--- config.mk ---
export PLATFORM = sky130hd
export DESIGN_NAME = fp_div_core
export DESIGN_NICKNAME = d
export VERILOG_FILES = /design/src/rtl/fp_pkg.sv /design/src/rtl/fp_div_round.sv /design/src/rtl/fp_div_core.sv
export SDC_FILE = /design/constraint.sdc
export NUM_CORES = 1
export LEC_CHECK = 0
export CORE_AREA = 2 2 173 175
export DETAILED_ROUTE_END_ITERATION = 7
export DIE_AREA = 0 0 175 177
export GPL_TIMING_DRIVEN = 1
export PLACE_DENSITY = 0.64
export RECOVER_POWER = 25
export SKIP_LAST_GASP = 1
export SLEW_MARGIN = 0
export SYNTH_ARGS = -nofsm -noshare
export SYNTH_HDL_FRONTEND = slang
export SYNTH_SLANG_ARGS = --single-unit
--- constraint.sdc ---
create_clock -name clk -period 2.9 [get_ports clk]
set_input_delay 0.58 -clock clk [delete_from_list [all_inputs] [get_ports clk]]
set_output_delay 0.58 -clock clk [all_outputs]
set_load 0.05 [all_outputs]
--- src/rtl/fp_pkg.sv ---
// Shared FP32 field constants and divider state encoding.
package fp_pkg;
    localparam int FP_EXP_BIAS = 127;
    localparam int FP_EXP_MAX  = 255;
    localparam int FP_MANT_W   = 23;
    localparam int FP_EXP_W    = 8;

    // Used by the special-case export stage downstream.
    localparam logic [31:0] FP_INF_POS = 32'h7F80_0000;
    localparam logic [31:0] FP_QNAN    = 32'h7FFF_FFFF;

    typedef enum logic [1:0] {IDLE, CALC, NORM} fp_state_e;
endpackage

--- src/rtl/fp_div_round.sv ---
// Combinational normalise/round/pack of the raw mantissa quotient.
// FP_DIV_ROUND_NEAREST_EN selects round-to-nearest-even, otherwise truncate.
module fp_div_round
    import fp_pkg::*;
#(
    parameter int QBITS = 26
) (
    input  logic [QBITS-1:0]  q,
    input  logic              r_nz,
    input  logic signed [9:0] e_in,
    input  logic              sign,
    output logic [31:0]       result
);
    localparam logic signed [9:0] EMAX = 10'(FP_EXP_MAX);

    logic [FP_MANT_W-1:0] mant;
    logic [FP_MANT_W-1:0] mant_r;
    logic                 guard;
    logic                 sticky;
    logic signed [9:0]    e;
`ifdef FP_DIV_ROUND_NEAREST_EN
    logic [FP_MANT_W:0]   inc;
`else
    logic                 unused_rnd;
    assign unused_rnd = guard ^ sticky;
`endif

    always_comb begin
        mant   = '0;
        mant_r = '0;
        guard  = 1'b0;
        sticky = 1'b0;
        e      = e_in;
        result = '0;
`ifdef FP_DIV_ROUND_NEAREST_EN
        inc    = '0;
`endif
        // Quotient of two [1,2) significands lies in (0.5,2): at most one left shift.
        if (q[QBITS-1]) begin
            mant   = q[QBITS-2 -: FP_MANT_W];
            guard  = q[QBITS-2-FP_MANT_W];
            sticky = q[QBITS-3-FP_MANT_W] | r_nz;
        end else begin
            mant   = q[QBITS-3 -: FP_MANT_W];
            guard  = q[QBITS-3-FP_MANT_W];
            sticky = r_nz;
            e      = e_in - 10'sd1;
        end
`ifdef FP_DIV_ROUND_NEAREST_EN
        inc    = {1'b0, mant} + {{FP_MANT_W{1'b0}}, guard & (sticky | mant[0])};
        mant_r = inc[FP_MANT_W-1:0];
        if (inc[FP_MANT_W])
            e = e + 10'sd1;
`else
        mant_r = mant;
`endif
        if (e >= EMAX)
            result = {sign, 8'hFF, 23'h0};
        else if (e <= 10'sd0)
            result = {sign, 31'h0};
        else
            result = {sign, e[FP_EXP_W-1:0], mant_r};
    end
endmodule

--- src/rtl/fp_div_core.sv ---
// Iterative restoring FP32 divider, one quotient bit per clock; normal operands only.
// Rounding mode chosen by FP_DIV_ROUND_NEAREST_EN (see fp_div_round).
module fp_div_core
    import fp_pkg::*;
#(
    parameter int QBITS = 26
) (
    input  logic        clk,
    input  logic        rst,
    input  logic        start,
    input  logic [31:0] in1,
    input  logic [31:0] in2,
    output logic        busy,
    output logic        done,
    output logic [31:0] op1_q,
    output logic [31:0] op2_q,
    output logic [31:0] temp_result
);
    localparam int                CNT_W = $clog2(QBITS + 1);
    localparam logic signed [9:0] EBIAS = 10'(FP_EXP_BIAS);

    fp_state_e         state;
    logic [24:0]       r;
    logic [23:0]       mb;
    logic [QBITS-1:0]  q;
    logic [CNT_W-1:0]  cnt;
    logic              sign;
    logic signed [9:0] e;
    logic [24:0]       diff;
    logic              ge;
    logic [31:0]       rnd_res;

    assign ge   = (r >= {1'b0, mb});
    assign diff = r - {1'b0, mb};

    fp_div_round #(.QBITS(QBITS)) u_round (
        .q      (q),
        .r_nz   (|r),
        .e_in   (e),
        .sign   (sign),
        .result (rnd_res)
    );

    always_ff @(posedge clk) begin
        if (rst) begin
            state       <= IDLE;
            busy        <= 1'b0;
            done        <= 1'b0;
            op1_q       <= '0;
            op2_q       <= '0;
            temp_result <= '0;
            r           <= '0;
            mb          <= '0;
            q           <= '0;
            cnt         <= '0;
            sign        <= 1'b0;
            e           <= '0;
        end else begin
            done <= 1'b0;
            case (state)
                IDLE: begin
                    if (start) begin
                        op1_q <= in1;
                        op2_q <= in2;
                        r     <= {2'b01, in1[22:0]};
                        mb    <= {1'b1, in2[22:0]};
                        q     <= '0;
                        cnt   <= '0;
                        sign  <= in1[31] ^ in2[31];
                        e     <= $signed({2'b00, in1[30:23]}) - $signed({2'b00, in2[30:23]}) + EBIAS;
                        busy  <= 1'b1;
                        state <= CALC;
                    end
                end
                CALC: begin
                    // Bits arrive MSB first, so shifting in is q[QBITS-1-cnt].
                    if (cnt == CNT_W'(QBITS)) begin
                        state <= NORM;
                    end else begin
                        q   <= {q[QBITS-2:0], ge};
                        r   <= ge ? {diff[23:0], 1'b0} : {r[23:0], 1'b0};
                        cnt <= cnt + 1'b1;
                    end
                end
                NORM: begin
                    temp_result <= rnd_res;
                    done        <= 1'b1;
                    busy        <= 1'b0;
                    state       <= IDLE;
                end
                default: state <= IDLE;
            endcase
        end
    end
endmodule
==> qor.yml <==
logic_synthesis:
  syn_nets: 1184
  yosys_warnings: 0
  ys.flop_type: "dfxtp_1"
  async_flop_share: 0
  ys_types: 64
  synth_top_area_share: 0.390
  yosysSeqAreaShare: 0.390
  syn_avg_cell_area_sq_um: 7.99
  yosys-top-cells-area: "dfxtp_1 39%, nand2_1 9.1%, a21oi_1 6.7%, ha_1 5.2%, mux2i_1 3.9%"
  synth_area_leader_cell: "dfxtp_1"
  synth-edff-count: 0
  ys_ff_latch: 168
  netlist_instances: 1079
  synthesis.area_sq_mm: 0.00862
routing:
  wire_per_inst_um: 15.1
  drt_iter0_drc: 500
  num_vias: 8133
  dr.pass1.iters: 5
  routed_wirelength_mm: 25.0
  ant_nets: 0
  drt-vias-per-instance: 4.90
  drcViolationCount: 0
sta:
  max_freq_ghz: 0.340
  maxSlewViolCount: 0
  finalWorstSetupSlack_ns: -0.0445
  slew-limit-headroom: 0.189
  worst_slew_pin_slew_ns: 1.22
  timing_hold_violations_final: 0
  clock_skew_ns: 0.0112
  finalCriticalPeriod_ns: 2.94
  setup_viol: 1
  hold_ws_ns: 0.433
  finalCritPeriodShare: 1.02
  grt_setup_unrepaired: "yes"
clock_network:
  cts_tree: "done"
  cts-htree-levels: 4
  cts_buffers: 17
  cts.path.max_buffers: 2
  worstSkewPairLatency_ns: 0.42
  cts_hold_buf: 0
  path_clk_slew_ns: 0.08
  cts_root_buf: "clkbuf_16"
  cts.sinks: 168
flow_run:
  timing.max_cap.violations: 0
setup_path:
  max_stage_delay_ns: 0.57
  criticalPathCategory: "reg -> reg"
  cp-start-kind: "flop"
  slowest_stage: "or4_4"
  end_kind: "flop"
  worstPathCellList: "ha_4, nand4_1, or4_4, o31ai_4, nor4b_4, a21oi_4, buf_12, buf_8, mux2i_4, a2111oi_4, a31o_2"
  crit_arrival_ns: 3.27
  crit_path_max_fanout: 6
  crit_required_ns: 3.22
floorplan:
  core_region_area_sq_mm: 0.0292
  rows: 63
  die_w_um: 175
  initial_core_util: 0.295
  fp.dieH_um: 177
  die-area_sq_mm: 0.0310
  io_pins: 165
power:
  switchingPower_mw: 2.63
  power.density_mw_per_mm2: 632
  ir_drop_mv: 0.345
  seq_power_share: 0.341
  p_leak_nw: 4.49
  power_frac_comb: 0.359
  intPower_mw: 4.82
  p_sw_frac: 0.353
  power_mw: 7.46
  p_clk_frac: 0.300
status:
  violations: "negative setup slack"
  status: "complete, but fails checks"
grt:
  grt-ovfl-total: 0
  track_usage: 0.159
  grt_max_degree: 87
  grt_pass1_vias: 7815
  grt_pass1_wl_mm: 39.9
  grt_antenna_before_repair: 0
placed_design:
  place_congestion: 0.875
  placed_cell_area_sq_mm: 0.0110
  hpwlAfterDp_mm: 18.4
  io_buffer_count: 164
finish:
  drive_above_1_share: 0.130
  final_common_cell: "nand2_1"
  final_area_sq_mm: 0.0118
  final_cell_mix: "207 x nand2_1, 161 x clkdlybuf4s50_1, 159 x dfxtp_1"
  num_antenna_cells: 0
  finish.utilization: 0.403
  layout-area-overhead-vs-synth_pct: 36.8
  nNetsFinal: 1362
hold_path:
  hp-class: "in -> reg"
stage by stage:
stage,instances,setup WS (ns),setup TNS (ns)
4_1_cts,1656,0.00601,0
5_1_grt,1660,-0.121,-0.900
6_report,1660,-0.0445,-0.0445
2_1_floorplan,1079,0.174,0
3_3_place_gp,1624,-0.392,-1.65
3_5_place_dp,1624,-0.407,-1.73
power by group through the flow:
stage                     clock network, mW  logic [mW]  registers, mW
after floorplan                           0        1.52           2.67
after global placement                    0        2.47           2.59
after detailed placement                  0        2.48           2.59
after CTS                              2.29        2.50           2.54
after global routing                   2.38        2.91           2.56
final                                  2.23        2.68           2.55
path summary, 6_finish.rpt:
check | from | endpoint | slack, ns | cells after the start
setup / recovery | r[6] | r[4] | -0.04 | 11
hold / removal | rst | q[1] | 0.43 | 2
setup reg to reg | r[6] | r[4] | -0.04 | 11
hold reg to reg | temp_result[22] | temp_result[22] | 0.45 | 2
flip-flops by register name (all words and copies together) (netlist names):
name	cells
op2_q	32
cnt	5
state	2
sign	1
done	1
op1_q	32
r	25
q	26
busy	1
mb	1
e	10
temp_result	32
cell type report:
type | instances | area, sq um
clock inverters | 14 | 131
fillers | 2914 | 17400
repair buffers | 248 | 2320
inverters | 46 | 173
multi-input cells | 776 | 4870
well taps | 390 | 488
flip-flops and latches | 168 | 3370
clock buffers | 18 | 439
worst max-delay path: cells and delay by family, from the launching register on:
kind	cells	cell delay [ns]
AND/OR/NAND/NOR	3	0.79
buffers and inverters	2	0.27
multiplexers	1	0.25
adder cells (fa/ha/maj)	1	0.29
flip-flops	1	0.37
AO/OA/AOI/OAI	4	0.87
synthesized netlist by cell type (4+ instances only):
| master | number |
|---|---|
| ha_1 | 36 |
| nand2b_1 | 5 |
| inv_1 | 46 |
| nand2_1 | 208 |
| a22o_1 | 19 |
| or3_1 | 5 |
| o31ai_1 | 8 |
| o41ai_1 | 4 |
| o21ai_0 | 55 |
| a211oi_1 | 10 |
| o21a_1 | 10 |
| a2111oi_0 | 4 |
| buf_4 | 24 |
| a21oi_1 | 115 |
| xor2_1 | 13 |
| nor2b_1 | 14 |
| nand3b_1 | 4 |
| a21o_1 | 8 |
| nor2_1 | 57 |
| nor3_1 | 25 |
| and3_1 | 13 |
| xnor2_1 | 22 |
| nand3_1 | 22 |
| clkbuf_1 | 58 |
| o211ai_1 | 8 |
| buf_1 | 5 |
| dfxtp_1 | 168 |
| a21boi_0 | 5 |
| mux2i_1 | 34 |
| a31oi_1 | 7 |
| nand4_1 | 6 |
| a31o_2 | 6 |
timing repair:
item | in CTS | in global routing
buffers inserted | 0 | 4
pin swaps | 0 | 12
endpoints found under the setup margin | 1 | 41
gates resized for setup | 1 | 47
metal layers:
| metal | GRT usage | routed length [um] |
|---|---|---|
| met3 | 0.0318 | 1250 |
| met5 | 0 | 0 |
| met1 | 0.207 | 11600 |
| met2 | 0.265 | 11500 |
| met4 | 0.0521 | 591 |
kinds of logic after synthesis:
group	synth area share
simple gates	0.191
compound gates	0.215
flops	0.390
buf+inv	0.0702
fa+ha+maj	0.0569
mux	0.0421
xor+xnor	0.0355
No activity file was read; power rests on OpenSTA's default activity.
==> RTL change 1 (same settings) <==
Encoding of `fp_state_e`: now one-hot (3 bits for 3 states).
--- a/src/rtl/fp_pkg.sv
+++ b/src/rtl/fp_pkg.sv
@@ -9,6 +9,6 @@
     localparam logic [31:0] FP_INF_POS = 32'h7F80_0000;
     localparam logic [31:0] FP_QNAN    = 32'h7FFF_FFFF;
 
-    typedef enum logic [1:0] {IDLE, CALC, NORM} fp_state_e;
+    typedef enum logic [2:0] {IDLE = 3'b001, CALC = 3'b010, NORM = 3'b100} fp_state_e;
 endpackage
 
Behaviour: no difference found for any inputs over 4 cycles, from zero or initial values and one cycle with rst high; so few cycles prove little.
==> RTL change 1 against the original RTL <==
Clock skew increased by 1.4 ps; setup slack improved by 240 ps; sequential cell count increased by 1; global-route usage decreased by 0.34 points; clock power increased by 4%; wire length decreased by 3.6%; core utilization decreased by 1.4 points; final area decreased by 3.4%; power decreased by 9.5%; area after synthesis increased by 1.0%; critical path type is now in2reg; critical endpoint is now e[8]$_SDFFE_PP0P_; largest power group is now registers; highest routed layer unchanged.
==> RTL change 1: results <==
set metrics [dict create \
    routed-via-count 7878 \
    pg_clk_mw 2.33 \
    final_max_slew_viol_count 0 \
    reg2reg_to "r[11]$_SDFFE_PP0P_" \
    syn_avg_cell_area_um2 8.04 \
    p_leak_nw 4.21 \
    critical_path.endpoint "e[8]$_SDFFE_PP0P_" \
    finClkSkew_ps 12.6 \
    holdCritPathClass "reg2reg" \
    fin_worst_hold_slack_ps 451 \
    hold_path_end "temp_result[31]$_SDFFE_PP0P_" \
    globalRouteMet3Util 0.0475 \
    initial_antenna_violation_count 1 \
    drtIter0Drc 473 \
    crit_arrival_ps 3040 \
    holdCritStartpoint "sign$_SDFFE_PP0P_" \
    leading_post_synthesis_cells_by_cell_area "dfxtp_1 39%, nand2_1 8.5%, a21oi_1 7.0%" \
    grt_max_degree 70 \
    outcome "complete, no violations" \
    fin_crit_sh 0.934 \
    power-per-cell-area_nw_per_um2 592 \
    synth.cells.most_frequent "198 x nand2_1, 169 x dfxtp_1, 121 x a21oi_1, 98 x nor2_1, 54 x clkbuf_1" \
    met2_capacity_usage_during_global_routing 0.250 \
    total_global_routing_track_utilization 0.156 \
    detailed_place.area_um2 10800 \
    launch_point_of_the_worst_path "in1[23]" \
    seq_area_frac_synth 0.388 \
    place_hpwl_mm 17.3 \
    portBuffers 164 \
    synthDistinctLibCells 66 \
    yosys-mux-area-fraction 0.0356 \
    cp_max_fo 3 \
    p_sw_mw 2.23 \
    ff2ff_path_depth 11 \
    via_count_of_the_first_global_routing_pass 7511 \
    layoutNonFillerInstCount 1625 \
    post_cts_resize_count 0 \
    synth-compound-area-share 0.209 \
    critical_path.slowest_cell "clkdlybuf4s50_1" \
    globalRouteMet1Util 0.203 \
    worst_pin_slew_ps 1250 \
    grt_first_pass_wirelength_mm 39.0 \
    routabilityCongestion 0.860 \
    vdd_drop_max_mv 0.342 \
    reg2reg_setup_slack_ps 220 \
    r2r_start "op2_q[12]$_SDFFE_PP0P_" \
    dpl_worst_slack_ps -377 \
    timing.critical_path.slowest_cell_delay_ps 420 \
    area_share_of_xor_xnor_cells_in_the_synthesized_design 0.0392 \
    wl_per_cell_um 14.8 \
    fillerInstances 3003 \
    post_route_cells_drive_above_1_share 0.0932 \
]
## RTL change 1: cell types whose count changed in the layout (fill, tap and decap cells not counted), moves of 9 or more
cell,unedited run,this run
nor2_1,57,97
buf_4,76,36
nand2_1,207,198
dfxtp_1,159,168
o21ai_0,54,27
o21ai_2,0,21
xor2_1,13,23
nand3_1,22,9
a22o_1,19,0
a22oi_1,3,25
## RTL change 1: area by class of cell
class / instances / area [um2] / share of cell area
Sequential cell: 169 / 3380 / 0.297
Tap cell: 390 / 488 / 0.0428
Clock inverter: 12 / 141 / 0.0124
Multi-Input combinational cell: 784 / 4780 / 0.419
Inverter: 43 / 161 / 0.0142
Timing Repair Buffer: 207 / 2000 / 0.175
Clock buffer: 19 / 443 / 0.0389
Antenna cell: 1 / 2.50 / 0.000219
## RTL change 1: metal layers
metal	routed length, um	vias to the layer above
met5	0	-
met4	349	0
met3	1560	22
met2	10900	189
met1	11300	3655
li1	-	4012
==> RTL change 2 (same settings) <==
Without the edit above. `FP_EXP_MAX`: 255 -> 128.
--- a/src/rtl/fp_pkg.sv
+++ b/src/rtl/fp_pkg.sv
@@ -1,7 +1,7 @@
 // Shared FP32 field constants and divider state encoding.
 package fp_pkg;
     localparam int FP_EXP_BIAS = 127;
-    localparam int FP_EXP_MAX  = 255;
+    localparam int FP_EXP_MAX  = 128;
     localparam int FP_MANT_W   = 23;
     localparam int FP_EXP_W    = 8;
 
Check against the original RTL: no difference found for any inputs over 4 cycles, from zero or initial values and one cycle with rst high; that may be too few to reach the edited logic, so the function may still have changed.
==> RTL change 2 against the original RTL <==
Sequential power about the same; wire length decreased by 3.9%; final area decreased by 3.1%; area after synthesis increased by 0.12%; critical path depth unchanged; die area unchanged; maximum frequency increased by 6.6%; power decreased by 5.8%; synthesized cell count decreased by 2.7%; setup slack improved by 180 ps; sequential cell count unchanged; non-clock buffer count decreased by 33; highest routed layer unchanged.
==> RTL change 2: results <==
set metrics [dict create \
    outcome "complete, no violations" \
    grt_max_degree 85 \
    post_cts_resize_count 3 \
    post_route_cells_drive_above_1_share 0.109 \
    met2_capacity_usage_during_global_routing 0.245 \
    holdCritStartpoint "temp_result[3]$_SDFFE_PP0P_" \
    p_leak_nw 4.26 \
    reg2reg_to "r[3]$_SDFFE_PP0P_" \
    launch_point_of_the_worst_path "op2_q[8]$_SDFFE_PP0P_" \
    dpl_worst_slack_ps -483 \
    setup_ws_ps 138 \
    crit_arrival_ps 3090 \
    total_global_routing_track_utilization 0.152 \
    vdd_drop_max_mv 0.371 \
    cp_max_fo 7 \
    place_hpwl_mm 17.5 \
    critical_path.slowest_cell "ha_1" \
    timing.critical_path.slowest_cell_delay_ps 410 \
    post_synth_inst_count 1050 \
    holdCritPathClass "reg2reg" \
    globalRouteMet1Util 0.212 \
    via_count_of_the_first_global_routing_pass 7209 \
    detail_route.first_pass.iterations 4 \
    leading_post_synthesis_cells_by_cell_area "dfxtp_1 39%, nand2_1 8.0%, a21oi_1 6.4%" \
    detailed_place.area_um2 10800 \
    worst_pin_slew_ps 975 \
    detailroute.wirelength.met3_um 903 \
]
[RTL change 2: where the power goes]
part / internal [mW] / switching, mW
logic: 0.931 / 1.27
registers: 2.43 / 0.109
clock network: 1.28 / 0.998
total: 4.64 / 2.38
[RTL change 2: cell families after synthesis]
family / synth area share
AND/OR/NAND/NOR: 0.188
AO/OA/AOI/OAI: 0.215
flip-flops: 0.390
buffers and inverters: 0.0713
adder cells (fa/ha/maj): 0.0568
XOR/XNOR: 0.0384
multiplexers: 0.0407
[RTL change 2: area by class of cell]
type,instances,share of cell area
inverters,51,0.0169
clock buffers,18,0.0375
well taps,390,0.0427
repair buffers,215,0.179
clock inverters,12,0.0127
flip-flops and latches,168,0.294
multi-input cells,750,0.417
[RTL change 2: through the flow]
step / total power, mW / util
2_1_floorplan: 4.08 / -
3_3_place_gp: 4.70 / 0.368
3_5_place_dp: 4.73 / 0.368
4_1_cts: 7.02 / 0.388
5_1_grt: 7.40 / 0.391
6_report: 7.02 / 0.391
